## src/rtl/fault_injector.sv

```systemverilog
// ---------------------------------------------------------------------------
// fault_pkg / fault_injector
//
// Purpose:
//   Runtime fault-injection engine. A table of programmable slots (one fault
//   configuration each) is loaded while idle. Once armed, a free-running
//   cycle counter is compared against every slot's trigger cycle. The
//   lowest-index eligible slot fires, and its fault is applied to the
//   datapath hooks for max(duration,1) cycles. Live status is reported back.
//
// Ports:
//   clk, rst_n          clock, asynchronous active-low reset
//   cfg_valid/cfg_ready slot write handshake (ready only while idle)
//   cfg_idx, cfg_data   target slot and its new contents
//   arm, disarm         pulses: (re)start the schedule / abort to idle
//   flt_*               fault strobes and parameters into the datapath
//   status              active flag, current fault, cycles left, injections
//   cycle_cnt           current value of the schedule counter
// ---------------------------------------------------------------------------
package fault_pkg;

    localparam int MAX_FAULT_CONFIGS = 8;
    localparam int FAULT_FIELD_W     = 32;

    typedef enum logic [3:0] {
        FAULT_NONE         = 4'd0,
        FAULT_BACKPRESSURE = 4'd1,
        FAULT_FIFO_FULL    = 4'd2,
        FAULT_KILL         = 4'd3,
        FAULT_CORRUPT      = 4'd4,
        FAULT_STRETCH      = 4'd5,
        FAULT_BURST        = 4'd6,
        FAULT_REORDER      = 4'd7,
        FAULT_RESET        = 4'd8
    } fault_type_e;

    // fault_type is a raw field so that undefined encodings can be carried
    // on the write port and rejected by the engine.
    typedef struct packed {
        logic [3:0]               fault_type;
        logic [FAULT_FIELD_W-1:0] trigger_cycle;
        logic [FAULT_FIELD_W-1:0] duration_cycles;
        logic [FAULT_FIELD_W-1:0] param;
    } fault_config_t;

    typedef struct packed {
        logic                     active;
        fault_type_e              current_fault;
        logic [FAULT_FIELD_W-1:0] cycles_remaining;
        logic [FAULT_FIELD_W-1:0] injections_count;
    } fault_status_t;

endpackage

module fault_injector
    import fault_pkg::*;
#(
    parameter  int NUM_CFG = MAX_FAULT_CONFIGS,
    // Must match the width of the fault_config_t fields.
    parameter  int CNT_W   = FAULT_FIELD_W,
    localparam int IDX_W   = (NUM_CFG > 1) ? $clog2(NUM_CFG) : 1
) (
    input  logic                 clk,
    input  logic                 rst_n,
    input  logic                 cfg_valid,
    output logic                 cfg_ready,
    input  logic [IDX_W-1:0]     cfg_idx,
    input  fault_config_t        cfg_data,
    input  logic                 arm,
    input  logic                 disarm,
    output logic                 flt_backpressure,
    output logic                 flt_fifo_full,
    output logic                 flt_kill,
    output logic [31:0]          flt_corrupt_mask,
    output logic [31:0]          flt_stretch,
    output logic                 flt_burst_start,
    output logic [31:0]          flt_burst_size,
    output logic [31:0]          flt_reorder_disp,
    output logic                 flt_reset_rec,
    output fault_status_t        status,
    output logic [CNT_W-1:0]     cycle_cnt
);

    typedef enum logic [1:0] {
        ST_IDLE   = 2'd0,
        ST_ARMED  = 2'd1,
        ST_ACTIVE = 2'd2
    } state_e;

    state_e             state_q,       state_d;
    logic [CNT_W-1:0]   cnt_q,         cnt_d;
    logic [NUM_CFG-1:0] slot_valid_q,  slot_valid_d;
    logic [NUM_CFG-1:0] fired_q,       fired_d;
    fault_config_t      slot_cfg_q [NUM_CFG];
    fault_config_t      slot_cfg_d [NUM_CFG];
    fault_type_e        act_type_q,    act_type_d;
    logic [31:0]        act_param_q,   act_param_d;
    logic [31:0]        remaining_q,   remaining_d;
    logic [31:0]        inj_cnt_q,     inj_cnt_d;
    logic               first_q,       first_d;

    logic [CNT_W-1:0]   cnt_next;
    logic               sel_found;
    logic [IDX_W-1:0]   sel_idx;

    assign cfg_ready = (state_q == ST_IDLE);
    assign cycle_cnt = cnt_q;

    // Saturating increment so a long run never wraps back to early triggers.
    assign cnt_next = (cnt_q == {CNT_W{1'b1}}) ? cnt_q : cnt_q + CNT_W'(1);

    // Lowest-index eligible slot; scanning downward lets the lowest index
    // overwrite any higher match.
    always_comb begin
        sel_found = 1'b0;
        sel_idx   = '0;
        for (int i = NUM_CFG - 1; i >= 0; i--) begin
            if (slot_valid_q[i] && !fired_q[i] &&
                (slot_cfg_q[i].trigger_cycle <= cnt_q)) begin
                sel_found = 1'b1;
                sel_idx   = IDX_W'(i);
            end
        end
    end

    always_comb begin
        state_d      = state_q;
        cnt_d        = cnt_q;
        slot_valid_d = slot_valid_q;
        fired_d      = fired_q;
        slot_cfg_d   = slot_cfg_q;
        act_type_d   = act_type_q;
        act_param_d  = act_param_q;
        remaining_d  = remaining_q;
        inj_cnt_d    = inj_cnt_q;
        first_d      = 1'b0;

        // Slot table writes are only possible while idle.
        if (cfg_valid && (state_q == ST_IDLE)) begin
            if (cfg_data.fault_type == FAULT_NONE) begin
                slot_valid_d[cfg_idx] = 1'b0;
                fired_d[cfg_idx]      = 1'b0;
            end else if (cfg_data.fault_type <= FAULT_RESET) begin
                slot_valid_d[cfg_idx] = 1'b1;
                fired_d[cfg_idx]      = 1'b0;
                slot_cfg_d[cfg_idx]   = cfg_data;
            end
        end

        // disarm outranks arm; arm from any state restarts the schedule.
        if (disarm) begin
            state_d = ST_IDLE;
        end else if (arm) begin
            state_d = ST_ARMED;
            cnt_d   = '0;
            fired_d = '0;
        end else begin
            case (state_q)
                ST_ARMED: begin
                    cnt_d = cnt_next;
                    if (sel_found) begin
                        state_d          = ST_ACTIVE;
                        fired_d[sel_idx] = 1'b1;
                        act_type_d       = fault_type_e'(slot_cfg_q[sel_idx].fault_type);
                        act_param_d      = slot_cfg_q[sel_idx].param;
                        // Zero duration is treated as a single cycle.
                        remaining_d      = (slot_cfg_q[sel_idx].duration_cycles == '0) ?
                                           '0 : slot_cfg_q[sel_idx].duration_cycles - 32'd1;
                        inj_cnt_d        = (inj_cnt_q == '1) ? inj_cnt_q : inj_cnt_q + 32'd1;
                        first_d          = 1'b1;
                    end
                end
                ST_ACTIVE: begin
                    cnt_d = cnt_next;
                    // Returning to ARMED forces a one-cycle gap before the
                    // next selection.
                    if (remaining_q == '0) begin
                        state_d = ST_ARMED;
                    end else begin
                        remaining_d = remaining_q - 32'd1;
                    end
                end
                default: begin
                end
            endcase
        end
    end

    always_ff @(posedge clk or negedge rst_n) begin
        if (!rst_n) begin
            state_q      <= ST_IDLE;
            cnt_q        <= '0;
            slot_valid_q <= '0;
            fired_q      <= '0;
            slot_cfg_q   <= '{default: '0};
            act_type_q   <= FAULT_NONE;
            act_param_q  <= '0;
            remaining_q  <= '0;
            inj_cnt_q    <= '0;
            first_q      <= 1'b0;
        end else begin
            state_q      <= state_d;
            cnt_q        <= cnt_d;
            slot_valid_q <= slot_valid_d;
            fired_q      <= fired_d;
            slot_cfg_q   <= slot_cfg_d;
            act_type_q   <= act_type_d;
            act_param_q  <= act_param_d;
            remaining_q  <= remaining_d;
            inj_cnt_q    <= inj_cnt_d;
            first_q      <= first_d;
        end
    end

    // Outputs decode purely from registered state, so an asynchronous reset
    // drops every strobe immediately. Only the active fault's group is driven.
    always_comb begin
        flt_backpressure = 1'b0;
        flt_fifo_full    = 1'b0;
        flt_kill         = 1'b0;
        flt_corrupt_mask = '0;
        flt_stretch      = '0;
        flt_burst_start  = 1'b0;
        flt_burst_size   = '0;
        flt_reorder_disp = '0;
        flt_reset_rec    = 1'b0;
        if (state_q == ST_ACTIVE) begin
            case (act_type_q)
                FAULT_BACKPRESSURE: flt_backpressure = 1'b1;
                FAULT_FIFO_FULL:    flt_fifo_full    = 1'b1;
                FAULT_KILL:         flt_kill         = 1'b1;
                FAULT_CORRUPT:      flt_corrupt_mask = act_param_q;
                FAULT_STRETCH:      flt_stretch      = act_param_q;
                FAULT_BURST: begin
                    flt_burst_start = first_q;
                    flt_burst_size  = act_param_q;
                end
                FAULT_REORDER:      flt_reorder_disp = act_param_q;
                FAULT_RESET:        flt_reset_rec    = first_q;
                default: begin
                end
            endcase
        end
    end

    always_comb begin
        status                  = '0;
        status.current_fault    = FAULT_NONE;
        status.injections_count = inj_cnt_q;
        if (state_q == ST_ACTIVE) begin
            status.active           = 1'b1;
            status.current_fault    = act_type_q;
            status.cycles_remaining = remaining_q;
        end
    end

endmodule

```

## config.mk

```make
export PLATFORM = sky130hd
export DESIGN_NAME = fault_injector
export DESIGN_NICKNAME = d
export VERILOG_FILES = /design/src/rtl/fault_injector.sv
export SDC_FILE = /design/constraint.sdc
export NUM_CORES = 2
export LEC_CHECK = 0
export CORE_MARGIN = 8
export CORE_UTILIZATION = 45
export DETAILED_ROUTE_END_ITERATION = 10
export PLACE_DENSITY_LB_ADDON = 0.3
export SLEW_MARGIN = 10
export SYNTH_ARGS = -nofsm -noshare
export SYNTH_HDL_FRONTEND = slang
export SYNTH_SLANG_ARGS = --single-unit
```

## constraint.sdc

```tcl
create_clock -name clk -period 6.35 [get_ports clk]
set_input_delay 0.9525 -clock clk [delete_from_list [all_inputs] [get_ports clk]]
set_output_delay 0.9525 -clock clk [all_outputs]
set_load 0.05 [all_outputs]
```

==> out/metrics.yaml <==
status:
  status: "finished, final reports clean"
flow_run:
  maxCapViolations: 0
timing:
  period_minus_slack_ns: 6.070
  rsz0062_at_grt: "true"
  fin_ws_ns: 0.2800
  slew_viol_final: 0
  setup_tns_ns: 0
  hold_viol_final: 0
  fin_crit_sh: 0.9559
  skew_ns: 0.05634
  finalSetupViolCount: 0
  relSlewSlack: 0.1577
  tightest_slew_ns: 1.263
  fmax_mhz: 164.7
setup_path:
  arrival_ns: 6.69
  critPathKind: "flip-flop to flip-flop"
  crit_fanout: 9
  cp.required_ns: 6.97
  cp-start-kind: "flip-flop"
  end_kind: "flip-flop"
yosys:
  syn_area_um2: 48820
  syn_area_per_cell_um2: 10.40
  syn_nets: 5067
  yosysTopAreaCellShare: 0.4874
  synthCells: 4695
  yosysTopAreaCell: "dfrtp_1"
  synth-edff-count: 0
  yosysSeqAreaShare: 0.4874
  synth_commonest_cells: "951 x dfrtp_1, 949 x nand2_1, 584 x mux2_2, 264 x ha_1, 236 x nor2_1"
  ys_types: 87
  ys_async_sr_fraction: 1.000
  synthFlopType: "dfrtp_1"
  synth_most_common_cell: "dfrtp_1"
  ys_warn_count: 0
  ys_ff_latch: 951
  synth.area.top_cells: "dfrtp_1 49%, mux2_2 13%, nand2_1 7.3%"
global_route:
  grt_pass1_wl_um: 237000
  first_global_vias: 38770
  grt_remaining_overflow: 0
  grt_antenna_before_repair: 17
  grt_use_total: 0.2492
  grt_max_degree: 173
place:
  place.gp.congestion: 0.9118
  pre_cts_slack_ns: -0.2646
  place.port_buffers: 342
  dpl_cell_area_um2: 54190
  dp_hpwl_um: 101500
layout:
  syn_to_final_growth_pct: 18.60
  multi_input_area_um2: 23880
  n_fill_cell: 9488
  seq_area_um2: 23800
  drive_above_1_share: 0.1836
  finalCoreUtilization: 0.5349
  nNetsFinal: 5376
  postLayoutCellArea_um2: 57900
power_and_ir_drop:
  finalPower_w: 0.02536
  p_leak_nw: 25.81
  power_density_nw_per_um2: 438.0
  irDropWorstVdd_uv: 370.6
drt:
  routed_wl_um: 152700
  vias: 38420
  first_pass_iters: 8
  ant_nets: 0
  post-route-drc-count: 0
  drt-initial-drc-count: 3870
  viasPerCell: 5.899
  wl_per_cell_um: 23.45
min_path:
  hold_class: "input pin to async pin"
floorplanning:
  ioPinCount: 343
  rows: 121
  die_x_um: 345.4
  core-area_um2: 108200
  design.die.area_um2: 119300
  die_h_um: 345.4
  start_util: 0.4510
cts:
  cts_buffers: 102
  clkLatencyLatePin_ns: 0.71
  cts_tree: "built"
  htreeDepth: 3
  cts.sinks: 951
  cts.root.buffer_cell: "clkbuf_16"
  path_clk_slew_ns: 0.06
  clock_path_buffers: 3
## area by class of cell
class | instances | share of cell area
clock inverter | 43 | 0.01145
timing repair buffer | 467 | 0.07909
antenna | 12 | 0.0005186
inverter | 75 | 0.004862
tap | 1414 | 0.03056
multi-input combinational | 3407 | 0.4125
sequential | 951 | 0.4110
clock buffer | 143 | 0.05005
## registers in the layout, indices dropped and copies added (netlist names), named ones only
name / cells
fired_q: 8
cycle_cnt: 32
act_param_q: 32
state_q: 2
slot_cfg_q: 800
first_q: 1
act_type_q: 4
inj_cnt_q: 32
remaining_q: 32
## layer usage
layer | track usage | vias up | share of wire
met3 | 0.03878 | 262 | 0.067
met4 | 0.08223 | 10 | 0.030
li1 | - | 17460 | -
met1 | 0.3435 | 19350 | 0.44
met2 | 0.4018 | 1332 | 0.47
met5 | 0 | - | 0.00043
## cells by family after synthesis
group | share of synthesized area
buffers and inverters | 0.02804
adders and majority gates | 0.06766
DFF | 0.4874
and+or+nand+nor | 0.1616
xor gates and xnor gates | 0.01471
AOI/OAI and AO/OA | 0.09585
muxes | 0.1447
## report_power, final
part	switching, W	total, W	internal (W)
Combinational	0.00628	0.0103	0.00401
Clock	0.00256	0.00635	0.00379
Sequential	0.00107	0.00872	0.00765
Total	0.00991	0.0254	0.0154
## worst max-delay path, cell delays in order, from the launching register on
cell      delay (ns)
dfrtp_1         0.42
inv_1           0.21
ha_1            0.37
nand4_1         0.16
or4_1           0.68
nor3_1          0.33
a31oi_1         0.12
nor2_2          0.39
nor2_1          0.36
buf_4           0.27
o21bai_1        0.14
a31oi_1         0.10
nor4b_1         0.64
nand4_1         0.36
or3_1           0.51
buf_4           0.19
nor3_1          0.37
a21boi_0        0.16
o31ai_1         0.21
## timing repair
item / CTS / global route
setup buffers: 0 / 6
endpoints found under the hold margin: 0 / 0
endpoints found under the setup margin: 29 / 32
cloned: 0 / 1
gates resized for setup: 3 / 10
pin swaps: 0 / 2
hold buffers: 0 / 0
## stage by stage
step                hold slack, ns  std cells
finish                      0.3219       6512
global route                0.4281       6506
CTS                         0.3624       6493
detailed placement          0.4589       6307
global placement            0.4516       6307
floorplan                   0.4393       4695
## cells in the final DEF (no fill, tap or decap), types with 54 or more instances in the layout
cell,instances
mux2_2,584
o21ai_0,119
nand4_1,110
a222oi_1,72
clkdlybuf4s50_1,341
nand3_1,182
buf_4,108
a21oi_1,125
nor2_1,230
a22oi_1,54
nand2_1,942
nor3_1,57
clkbuf_16,103
xnor2_1,63
dfrtp_1,951
ha_1,263
inv_1,74
## worst paths after layout
check	start	end	slack [ns]	cells after the start
setup / recovery	cycle_cnt[29]$_DFFE_PN0P_	remaining_q[31]$_DFFE_PN0P_	0.28	18
hold / removal	rst_n	slot_cfg_q[275]$_DFFE_PN0P_	0.32	1
setup reg to reg	cycle_cnt[29]$_DFFE_PN0P_	remaining_q[31]$_DFFE_PN0P_	0.28	18
hold reg to reg	flip-flop	flip-flop	0.47	1
max in group asynchronous	rst_n	slot_cfg_q[517]$_DFFE_PN0P_	4.44	2
min in group clk	flip-flop	flip-flop	0.47	1
No activity file was read; power rests on OpenSTA's default activity.
